<file path="src/rtl/sram_bridge.sv">
// sram_bridge: valid/ready load/store port onto a 512x32 single-port SRAM macro.
// Partial-word stores run as read-modify-write because the macro has no byte mask.
module sram_bridge #(
  parameter logic [31:0] BASE_ADDR = 32'h0001_0000,
  parameter int          AW        = 9
) (
  input  logic          clk,
  input  logic          rst,
  input  logic          req_valid,
  output logic          req_ready,
  input  logic [31:0]   req_addr,
  input  logic          req_we,
  input  logic [3:0]    req_wstrb,
  input  logic [31:0]   req_wdata,
  output logic          rsp_valid,
  input  logic          rsp_ready,
  output logic [31:0]   rsp_rdata,
  output logic          rsp_err,
  output logic          sram_csb0,
  output logic          sram_web0,
  output logic [AW-1:0] sram_addr0,
  output logic [31:0]   sram_din0,
  input  logic [31:0]   sram_dout0
);
  typedef enum logic [1:0] {IDLE, RD, RMW, RESP} state_t;
  state_t state, state_n;
  logic [AW-1:0] addr_q;
  logic [3:0]    wstrb_q;
  logic [31:0]   wdata_q;
  logic          ok, full, skip, acc, csb, web;
  assign ok   = req_addr[31:AW+2] == BASE_ADDR[31:AW+2] && req_addr[1:0] == 2'b00;
  assign full = req_we && req_wstrb == 4'hF;
  assign skip = !ok || (req_we && req_wstrb == 4'h0);
  assign acc  = state == IDLE && req_valid;
  assign req_ready = state == IDLE;
  always_comb begin
    state_n    = state;
    csb        = 1'b1;
    web        = 1'b1;
    sram_addr0 = addr_q;
    sram_din0  = wdata_q;
    case (state)
      IDLE: if (req_valid) begin
        state_n = skip ? RESP : !req_we ? RD : full ? RESP : RMW;
        if (!skip) begin
          csb        = 1'b0;
          web        = !full;
          sram_addr0 = req_addr[AW+1:2];
          sram_din0  = full ? req_wdata : wdata_q;
        end
      end
      RD:  state_n = RESP;
      RMW: begin
        csb     = 1'b0;
        web     = 1'b0;
        state_n = RESP;
        for (int i = 0; i < 4; i++)
          sram_din0[8*i+:8] = wstrb_q[i] ? wdata_q[8*i+:8] : sram_dout0[8*i+:8];
      end
      default: state_n = rsp_ready ? IDLE : RESP;
    endcase
  end
  // Reset overrides the macro strobes so an in-flight RMW write is abandoned.
  assign sram_csb0 = csb | rst;
  assign sram_web0 = web | rst;
  always_ff @(posedge clk or posedge rst) begin
    if (rst) begin
      state     <= IDLE;
      rsp_valid <= 1'b0;
      rsp_rdata <= '0;
      rsp_err   <= 1'b0;
      addr_q    <= '0;
      wstrb_q   <= '0;
      wdata_q   <= '0;
    end else begin
      state     <= state_n;
      rsp_valid <= state_n == RESP;
      if (acc) begin
        addr_q    <= req_addr[AW+1:2];
        wstrb_q   <= req_wstrb;
        wdata_q   <= req_wdata;
        rsp_rdata <= '0;
        rsp_err   <= !ok;
      end
      if (state == RD) rsp_rdata <= sram_dout0;
    end
  end
endmodule

</file>
<file path="config.mk">
export PLATFORM = sky130hd
export DESIGN_NAME = sram_bridge
export DESIGN_NICKNAME = d
export VERILOG_FILES = /design/src/rtl/sram_bridge.sv
export SDC_FILE = /design/constraint.sdc
export NUM_CORES = 1
export LEC_CHECK = 0
export ABC_AREA = 1
export BUFFER_PORTS_ARGS = -buffer_cell sky130_fd_sc_hd__buf_4
export CAP_MARGIN = 20
export CORE_MARGIN = 1
export CORE_UTILIZATION = 35
export CTS_CLUSTER_SIZE = 14
export DETAILED_ROUTE_END_ITERATION = 8
export MAX_ROUTING_LAYER = met4
export RECOVER_POWER = 50
export SLEW_MARGIN = 40
export SYNTH_ARGS = -nofsm -noshare
export SYNTH_HDL_FRONTEND = slang
export SYNTH_SLANG_ARGS = --single-unit
</file>
<file path="constraint.sdc">
create_clock -name clk -period 5.95 [get_ports clk]
set_clock_uncertainty 0.1 [all_clocks]
set_input_delay 1.19 -clock clk [delete_from_list [all_inputs] [get_ports clk]]
set_output_delay 1.19 -clock clk [all_outputs]
set_load 0.005 [all_outputs]
</file>
==> flow_metrics.env, run 1 <==
export IMPL_wirelength_mm=14.0
export IMPL_syn_to_final_growth_pct=39.5
export IMPL_cts_tree="yes"
export IMPL_switchingPower_mw=1.27
export IMPL_cts_max_level=3
export IMPL_grt_pass1_wl_mm=21.9
export IMPL_coreArea_sq_um=12600
export IMPL_yosysTopAreaCellShare_pct=45.1
export IMPL_ys_warnings_count=0
export IMPL_ctsResizeCount=0
export IMPL_pwr_share_seq_pct=29.4
export IMPL_peakVddDrop_uv=173
export IMPL_cts_sinks=81
export IMPL_numCtsBuffers=9
export IMPL_crit_fanout=38
export IMPL_critPathKind="input pin to primary output"
export IMPL_yosysSeqAreaShare_pct=45.1
export IMPL_slowest_stage="clkinvlp_2"
export IMPL_worst_pin_slew_ps=3140
export IMPL_io_pins=183
export IMPL_crit_chain="clkbuf_1 > clkinvlp_2 > nand3_1 > buf_4"
export IMPL_grt_pass1_vias=4360
export IMPL_vias=4454
export IMPL_grt_usage_pct=22.2
export IMPL_outcome="finished with violations"
export IMPL_slew_violations=181
export IMPL_required_ps=4660
export IMPL_critPathCapture="sram_web0"
export IMPL_dieArea_sq_um=13300
export IMPL_cts_clk_slew_worst_paths_ps=60
export IMPL_synth_nets=681
export IMPL_post_route_period_util_pct=80.0
export IMPL_final_cells=911
export IMPL_drc=0
export IMPL_root_buffer="clkbuf_16"
export IMPL_die_height_um=115
export IMPL_port_buffers=182
export IMPL_synth_area_leaders="dfrtp_1 45%, nand2_1 13%, o21ai_0 8.8%"
export IMPL_synth_top_area_cell="dfrtp_1"
export IMPL_netlist_instances=572
export IMPL_holdBufCountCts=0
export IMPL_dp_hpwl_mm=10.0
export IMPL_synthDistinctLibCells=25
export IMPL_n_antenna_cell=0
export IMPL_initial_core_util_pct=35.8
export IMPL_overflow=0
export IMPL_avgSynthCellArea_sq_um=7.86
export IMPL_crit_arrival_ps=3470
export IMPL_slowest_delay_ps=1350
export IMPL_fin_nets=843
export IMPL_wl_per_cell_um=15.3
export IMPL_r2r_end="wdata_q[20]$_DFFE_PP0P_"
export IMPL_via_per_inst=4.89
export IMPL_p_sw_share_pct=38.4
export IMPL_hold_violations=0
export IMPL_slew_headroom_pct=-110
export IMPL_clkPwrFrac_pct=20.4
export IMPL_synth_seq_cells=81
export IMPL_die_w_um=115
export IMPL_synthesis_area_sq_um=4500
export IMPL_fp_row_count=41
export IMPL_timing_rr_start="state[1]$_DFF_PP0_"
export IMPL_finalSetupViolations=0
export IMPL_timing_fmax_mhz=210
export IMPL_ant_nets=0
export IMPL_violations="capacitance limit, slew limit"
export IMPL_p_comb_share_pct=50.2
export IMPL_crit_buf_inv=3
export IMPL_antenna_found_initial=0
export IMPL_clk_path_buf_depth=2
export IMPL_intPower_mw=2.03
export IMPL_layout_drive_gt1_share_pct=31.7
export IMPL_rr_worst_depth=5
export IMPL_utilization_pct=49.9
export IMPL_hp_class="flop to flop"
export IMPL_p_per_area_nw_per_um2=526
export IMPL_cp_start_kind="input pin"
export IMPL_critical_path_top_delay_family="buffers and inverters"
export IMPL_synth_edff_count=0
export IMPL_p_leak_nw=3.32
export IMPL_end_kind="primary output"
export IMPL_drtIter0Drc=322
export IMPL_gp_congestion=0.837
export IMPL_synth_main_ff_cell="dfrtp_1"
export IMPL_cp_depth=4
export IMPL_async_reset_ff_share_pct=100
export IMPL_dp_cells=895
export IMPL_setup_tns_final_ps=0
export IMPL_post_cts_buffers=0
export IMPL_clk_latency_ps=330
export IMPL_layout_min_cycle_time_ps=4760
export IMPL_r2r_slack_ps=1620
export IMPL_grt_max_degree=95
export IMPL_rsz0062_at_grt="no"
export IMPL_worstSetupStartpoint="rst"
export IMPL_drv_cap=3
export IMPL_drtPass1Iterations=5
placed cells by master, fill, tap and decap left out, types with 7 or more instances in the layout:
cell type,netlist,final
nand2_1,156,156
dfrtp_1,81,81
clkbuf_1,23,7
nand3_2,21,21
nor2_1,23,24
buf_4,0,147
inv_1,53,52
mux2_2,12,12
o21ai_0,79,79
a32oi_1,8,8
clkbuf_4,0,32
a21oi_1,27,27
nand3_1,62,62
clkbuf_16,0,9
registers in the layout (all words and copies together), names as in the netlist:
| name | flops |
|---|---|
| rsp_rdata | 32 |
| state | 2 |
| wstrb_q | 4 |
| rsp_valid | 1 |
| addr_q | 9 |
| rsp_err | 1 |
| wdata_q | 32 |
kinds of logic (layout without fill, tap and decap cells):
group,after synthesis,after routing,share of synthesized area [%]
buffers and inverters,88,255,8.13
DFF,81,81,45.1
AOI/OAI and AO/OA,116,116,13.7
and+or+nand+nor,271,271,29.0
muxes,12,12,3.01
adders and majority gates,4,4,1.11
power groups by stage:
stage / registers, mW / logic, mW / clock network, mW
after floorplan: 0.949 / 0.912 / 0
after global placement: 0.965 / 1.64 / 0
after detailed placement: 0.978 / 1.68 / 0
after CTS: 0.971 / 1.68 / 0.684
after global routing: 1.00 / 1.85 / 0.705
final: 0.970 / 1.65 / 0.674
worst register-to-register path, stage by stage, from the launching register on:
cell	delay [ps]
dfrtp_1	400
inv_1	110
ha_1	420
buf_4	340
nand2_1	1840
mux2_2	990
metrics by stage:
stage,setup WS [ps],total power [mW],hold WS (ps),area [sq um]
floorplan,1530,1.86,353,4500
global placement,1910,2.61,370,5940
detailed placement,1850,2.65,375,5950
CTS,1610,3.34,391,6310
global route,704,3.56,410,6270
finish,1190,3.30,386,6270
worst min path at each step:
stage | from | to | cells after the start | slack, ps
2_1_floorplan | wstrb_q[2]$_DFFE_PP0P_ | wstrb_q[2]$_DFFE_PP0P_ | 2 | 350
3_3_place_gp | addr_q[1]$_DFFE_PP0P_ | addr_q[1]$_DFFE_PP0P_ | 2 | 370
3_5_place_dp | wdata_q[22]$_DFFE_PP0P_ | wdata_q[22]$_DFFE_PP0P_ | 2 | 380
4_1_cts | wdata_q[22]$_DFFE_PP0P_ | wdata_q[22]$_DFFE_PP0P_ | 2 | 390
5_1_grt | wdata_q[10]$_DFFE_PP0P_ | wdata_q[10]$_DFFE_PP0P_ | 2 | 410
6_report | wdata_q[22]$_DFFE_PP0P_ | wdata_q[22]$_DFFE_PP0P_ | 2 | 390
synth_stat cells, drive strengths merged, types with 2 or more instances:
master	count
ha	4
a32oi	8
o211ai	2
mux2	12
a21oi	27
nand3	83
o21ai	79
clkbuf	23
nand4	3
nor2	25
buf	10
inv	54
nand2	158
dfrtp	81
layout make-up:
class                   instances  area [sq um]
fillers                      1273          6300
flip-flops and latches         81          2030
multi-input cells             403          2100
well taps                     172           215
inverters                      55           209
clock inverters                 5           128
repair buffers                184          1360
clock buffers                  11           233
layer usage:
metal	share of wire (%)	up-vias	routed length (um)	GRT usage, %
met5	0	-	0	-
li1	-	2210	-	-
met2	48	160	6690	35.7
met4	2.4	0	331	9.44
met1	45	2065	6320	28.5
met3	4.3	19	607	2.27
Note: power is estimated with default switching activity, not from simulation.
==> inputs of run 2 (changes only) <==
==> constraint.sdc (replaced) <==
create_clock -name clk -period 4.6 [get_ports clk]
set_clock_uncertainty 0.1 [all_clocks]
set_input_delay 0.92 -clock clk [delete_from_list [all_inputs] [get_ports clk]]
set_output_delay 0.92 -clock clk [all_outputs]
set_load 0.005 [all_outputs]
==> flow_metrics.env, run 2 (synthesized netlist as in run 1, its figures left out) <==
export IMPL_worst_pin_slew_ps=1740
export IMPL_hp_start="wstrb_q[2]$_DFFE_PP0P_"
export IMPL_dp_hpwl_mm=9.94
export IMPL_slowest_delay_ps=450
export IMPL_numCtsBuffers=9
export IMPL_overflow=0
export IMPL_grt_pass1_wl_mm=21.3
export IMPL_die_w_um=115
export IMPL_gp_congestion=0.807
export IMPL_cts_tree="yes"
export IMPL_peakVddDrop_uv=218
export IMPL_crit_fanout=28
export IMPL_crit_buf_inv=2
export IMPL_wl_per_cell_um=15.1
export IMPL_vias=4502
export IMPL_cts_max_level=3
export IMPL_utilization_pct=49.2
export IMPL_coreArea_sq_um=12600
export IMPL_crit_chain="buf_4 > nor2_1 > nand2_1 > nor2_1 > nand2_1 > nor2_1 > nand4_4 > nor2_8 > nand2_1 > nand3_2 > buf_4"
export IMPL_slew_headroom_pct=-16.4
export IMPL_min_to="wstrb_q[2]$_DFFE_PP0P_"
export IMPL_clk_path_buf_depth=2
export IMPL_drtIter0Drc=347
export IMPL_port_buffers=182
export IMPL_crit_arrival_ps=2820
export IMPL_p_leak_nw=3.28
export IMPL_cts_clk_slew_worst_paths_ps=60
export IMPL_slew_violations=95
export IMPL_post_route_period_util_pct=83.6
export IMPL_hold_violations=0
export IMPL_grt_pass1_vias=4234
export IMPL_die_height_um=115
export IMPL_rr_worst_depth=5
export IMPL_slowest_stage="nor2_8"
export IMPL_grt_usage_pct=21.6
export IMPL_ctsResizeCount=0
export IMPL_grt_max_degree=95
export IMPL_required_ps=3580
export IMPL_hp_class="flop to flop"
export IMPL_setup_tns_final_ps=0
export IMPL_root_buffer="clkbuf_16"
export IMPL_antenna_found_initial=0
export IMPL_r2r_slack_ps=1390
export IMPL_cts_sinks=81
export IMPL_rsz0062_at_grt="no"
export IMPL_timing_rr_start="state[0]$_DFF_PP0_"
export IMPL_pre_cts_slack_ps=1030
export IMPL_layout_drive_gt1_share_pct=31.8
export IMPL_regArea_sq_um=2030
export IMPL_layout_min_cycle_time_ps=3840
export IMPL_multi_input_area_sq_um=2100
export IMPL_worstSetupStartpoint="req_addr[24]"
export IMPL_setup_ws_ps=756
export IMPL_final_common_cell="nand2_1"
export IMPL_dp_cells=896
export IMPL_fp_row_count=41
export IMPL_final_cells=912
export IMPL_whs_ps=388
export IMPL_timing_fmax_mhz=260
export IMPL_final_cell_mix="155 x nand2_1, 149 x buf_4, 81 x dfrtp_1"
export IMPL_io_pins=183
export IMPL_violations="capacitance limit, slew limit"
export IMPL_nFillCells=1298
export IMPL_ant_nets=0
export IMPL_drv_cap=1
export IMPL_critical_path_top_delay_family="simple AND/OR/NAND/NOR gates"
export IMPL_drtPass1Iterations=5
export IMPL_outcome="finished with violations"
export IMPL_p_per_area_nw_per_um2=653
export IMPL_wirelength_mm=13.8
export IMPL_syn_to_final_growth_pct=37.7
export IMPL_r2r_end="wdata_q[7]$_DFFE_PP0P_"
export IMPL_largest_registers="rsp_rdata (32), wdata_q (32), addr_q (9)"
export IMPL_via_per_inst=4.94
export IMPL_post_cts_buffers=0
export IMPL_finalSetupViolations=0
export IMPL_drc=0
export IMPL_fin_nets=844
export IMPL_cp_start_kind="input pin"
export IMPL_dieArea_sq_um=13300
export IMPL_n_antenna_cell=0
export IMPL_critPathKind="input pin to primary output"
export IMPL_holdPathStages=2
export IMPL_clk_latency_ps=340
export IMPL_holdBufCountCts=0
export IMPL_end_kind="primary output"
export IMPL_initial_core_util_pct=35.8
run 2: cell count changes in the layout (fill, tap and decap cells not counted):
cell / before / now
bufinv_16: 4 / 0
clkbuf_4: 32 / 28
clkinv_4: 0 / 4
buf_4: 147 / 149
clkinv_2: 1 / 3
buf_1: 0 / 1
clkinvlp_2: 1 / 0
inv_6: 0 / 1
nand2_1: 156 / 155
nand2_2: 0 / 1
run 2: final cells by class:
type	instances	area share, %
clock buffer	9	3.64
sequential	81	32.7
tap	172	3.48
clock inverter	7	0.910
inverter	55	3.38
timing repair buffer	185	22.0
multi-input combinational	403	33.9
run 2: worst register-to-register path: cells and delay by family (launching register included):
| family | cells | cell delay (ps) |
|---|---|---|
| muxes | 1 | 700 |
| adders and majority gates | 1 | 420 |
| buffers and inverters | 2 | 450 |
| and+or+nand+nor | 1 | 1010 |
| DFF | 1 | 400 |
run 2: report_power, final:
group	switching, mW	total [mW]	internal [mW]
registers	0.208	1.26	1.05
logic	1.14	2.11	0.972
clock network	0.301	0.671	0.370
total	1.65	4.04	2.39
run 2: worst max path at each step:
stage                    endpoint  cells after the start
detailed placement  sram_din0[16]                     11
finish              sram_din0[28]                     11
global route        sram_din0[16]                     11
global placement    sram_din0[16]                     11
CTS                 sram_din0[24]                     11
floorplan               sram_csb0                      2
run 2: per-layer routing:
metal,vias up,track usage [%],wire length (um)
li1,2216,-,-
met1,2098,28.0,6210
met2,163,34.4,6590
met3,25,3.64,712
met4,0,7.19,280
met5,-,-,0
run 2: metrics by stage:
step / cell area (sq um) / power (mW)
finish: 6190 / 4.04
CTS: 6240 / 4.12
global placement: 5950 / 3.38
global route: 6190 / 4.38
detailed placement: 5960 / 3.43
floorplan: 4500 / 2.41
==> inputs of run 3 (changes only) <==
==> constraint.sdc (replaced) <==
create_clock -name clk -period 3.7 [get_ports clk]
set_clock_uncertainty 0.1 [all_clocks]
set_input_delay 0.74 -clock clk [delete_from_list [all_inputs] [get_ports clk]]
set_output_delay 0.74 -clock clk [all_outputs]
set_load 0.005 [all_outputs]
==> flow_metrics.env, run 3 (synthesized netlist as in run 1, its figures left out) <==
export IMPL_place_area_sq_um=5960
export IMPL_fp_row_count=41
export IMPL_n_antenna_cell=0
export IMPL_antenna_found_initial=0
export IMPL_io_pins=183
export IMPL_dieArea_sq_um=13300
export IMPL_gp_congestion=0.873
export IMPL_required_ps=2860
export IMPL_vias=4474
export IMPL_syn_to_final_growth_pct=38.6
export IMPL_hold_violations=0
export IMPL_setup_tns_final_ps=0
export IMPL_clkPwrFrac_pct=17.8
export IMPL_crit_arrival_ps=2430
export IMPL_intPower_mw=3.05
export IMPL_ant_nets=0
export IMPL_stdcell_area_sq_um=6230
export IMPL_dp_cells=896
export IMPL_cts_clk_slew_worst_paths_ps=60
export IMPL_overflow=0
export IMPL_slew_headroom_pct=-17.2
export IMPL_grt_pass1_wl_mm=21.6
export IMPL_dp_hpwl_mm=9.79
export IMPL_post_route_period_util_pct=88.3
export IMPL_p_leak_nw=3.30
export IMPL_wl_per_cell_um=15.0
export IMPL_drtIter0Drc=333
export IMPL_final_cells=912
export IMPL_cts_sinks=81
export IMPL_largest_registers="rsp_rdata (32), wdata_q (32), addr_q (9)"
export IMPL_violations="capacitance limit, slew limit"
export IMPL_pwr_share_seq_pct=30.3
export IMPL_end_kind="primary output"
export IMPL_root_buffer="clkbuf_16"
export IMPL_cts_tree="yes"
export IMPL_rsz0062_at_grt="no"
export IMPL_die_w_um=115
export IMPL_peakVddDrop_uv=266
export IMPL_slew_violations=159
export IMPL_numCtsBuffers=9
export IMPL_ctsResizeCount=0
export IMPL_total_power_mw=5.12
export IMPL_clk_path_buf_depth=2
export IMPL_drv_cap=2
export IMPL_die_height_um=115
export IMPL_wirelength_mm=13.7
export IMPL_timing_rr_start="state[0]$_DFF_PP0_"
export IMPL_coreArea_sq_um=12600
export IMPL_switchingPower_mw=2.06
export IMPL_clk_latency_ps=330
export IMPL_p_per_area_nw_per_um2=821
export IMPL_cp_start_kind="flop"
export IMPL_critPathKind="flop to primary output"
export IMPL_worst_pin_slew_ps=1760
export IMPL_pre_cts_slack_ps=501
export IMPL_p_comb_share_pct=51.9
export IMPL_final_cell_mix="155 x nand2_1, 149 x buf_4, 81 x dfrtp_1"
export IMPL_finalSetupViolations=0
export IMPL_grt_usage_pct=21.9
export IMPL_fin_nets=844
export IMPL_grt_pass1_vias=4324
export IMPL_crit_fanout=28
export IMPL_holdBufCountCts=0
export IMPL_outcome="finished with violations"
export IMPL_hp_start="addr_q[3]$_DFFE_PP0P_"
export IMPL_grt_max_degree=95
export IMPL_final_common_cell="nand2_1"
export IMPL_setup_ws_ps=433
export IMPL_p_sw_share_pct=40.3
export IMPL_drtPass1Iterations=6
export IMPL_port_buffers=182
export IMPL_initial_core_util_pct=35.8
export IMPL_worstSetupStartpoint="state[0]$_DFF_PP0_"
export IMPL_layout_min_cycle_time_ps=3270
export IMPL_layout_drive_gt1_share_pct=32.4
export IMPL_post_cts_buffers=0
export IMPL_cts_max_level=3
export IMPL_hp_class="flop to flop"
export IMPL_timing_fmax_mhz=306
export IMPL_via_per_inst=4.91
export IMPL_drc=0
run 3: through the flow:
step	util [%]	hold slack, ps
3_5_place_dp	47.4	375
2_1_floorplan	-	353
4_1_cts	49.8	285
6_report	49.6	388
3_3_place_gp	47.3	370
5_1_grt	49.6	408
run 3: critical path, cell delays in order (launching register included):
cell and delay, ps:
dfrtp_1 400, inv_1 110, ha_1 430, clkinv_1 120
buf_4 250, o21ai_0 360, a32oi_1 90, o21ai_0 160
buf_4 170
run 3: path summary, 6_finish.rpt:
check / end / slack (ps) / depth (start not counted)
max in group asynchronous: addr_q[8]$_DFFE_PP0P_ / 920 / 3
min in group asynchronous: wdata_q[6]$_DFFE_PP0P_ / 500 / 2
max reg2reg: wdata_q[21]$_DFFE_PP0P_ / 430 / 5
max: sram_din0[4] / 430 / 8
min reg2reg: addr_q[3]$_DFFE_PP0P_ / 390 / 2
min: addr_q[3]$_DFFE_PP0P_ / 390 / 2
run 3: metal layers:
| metal | track usage, % | share of wire, % |
|---|---|---|
| met1 | 28.8 | 46 |
| met3 | 2.37 | 4.6 |
| met5 | - | 0 |
| met4 | 8.83 | 2.1 |
| met2 | 34.5 | 47 |
run 3: area by class of cell:
cell class / count / area (sq um)
repair buffers: 185 / 1370
inverters: 55 / 209
flip-flops and latches: 81 / 2030
well taps: 172 / 215
fillers: 1249 / 6340
clock buffers: 9 / 225
multi-input cells: 403 / 2110
clock inverters: 7 / 78.8
run 3: power by group through the flow:
stage | Sequential [mW] | Combinational (mW) | Clock (mW)
final | 1.55 | 2.66 | 0.911
after global routing | 1.60 | 2.97 | 0.971
after CTS | 1.55 | 2.70 | 0.930
after detailed placement | 1.57 | 2.69 | 0
after global placement | 1.55 | 2.65 | 0
after floorplan | 1.53 | 1.47 | 0
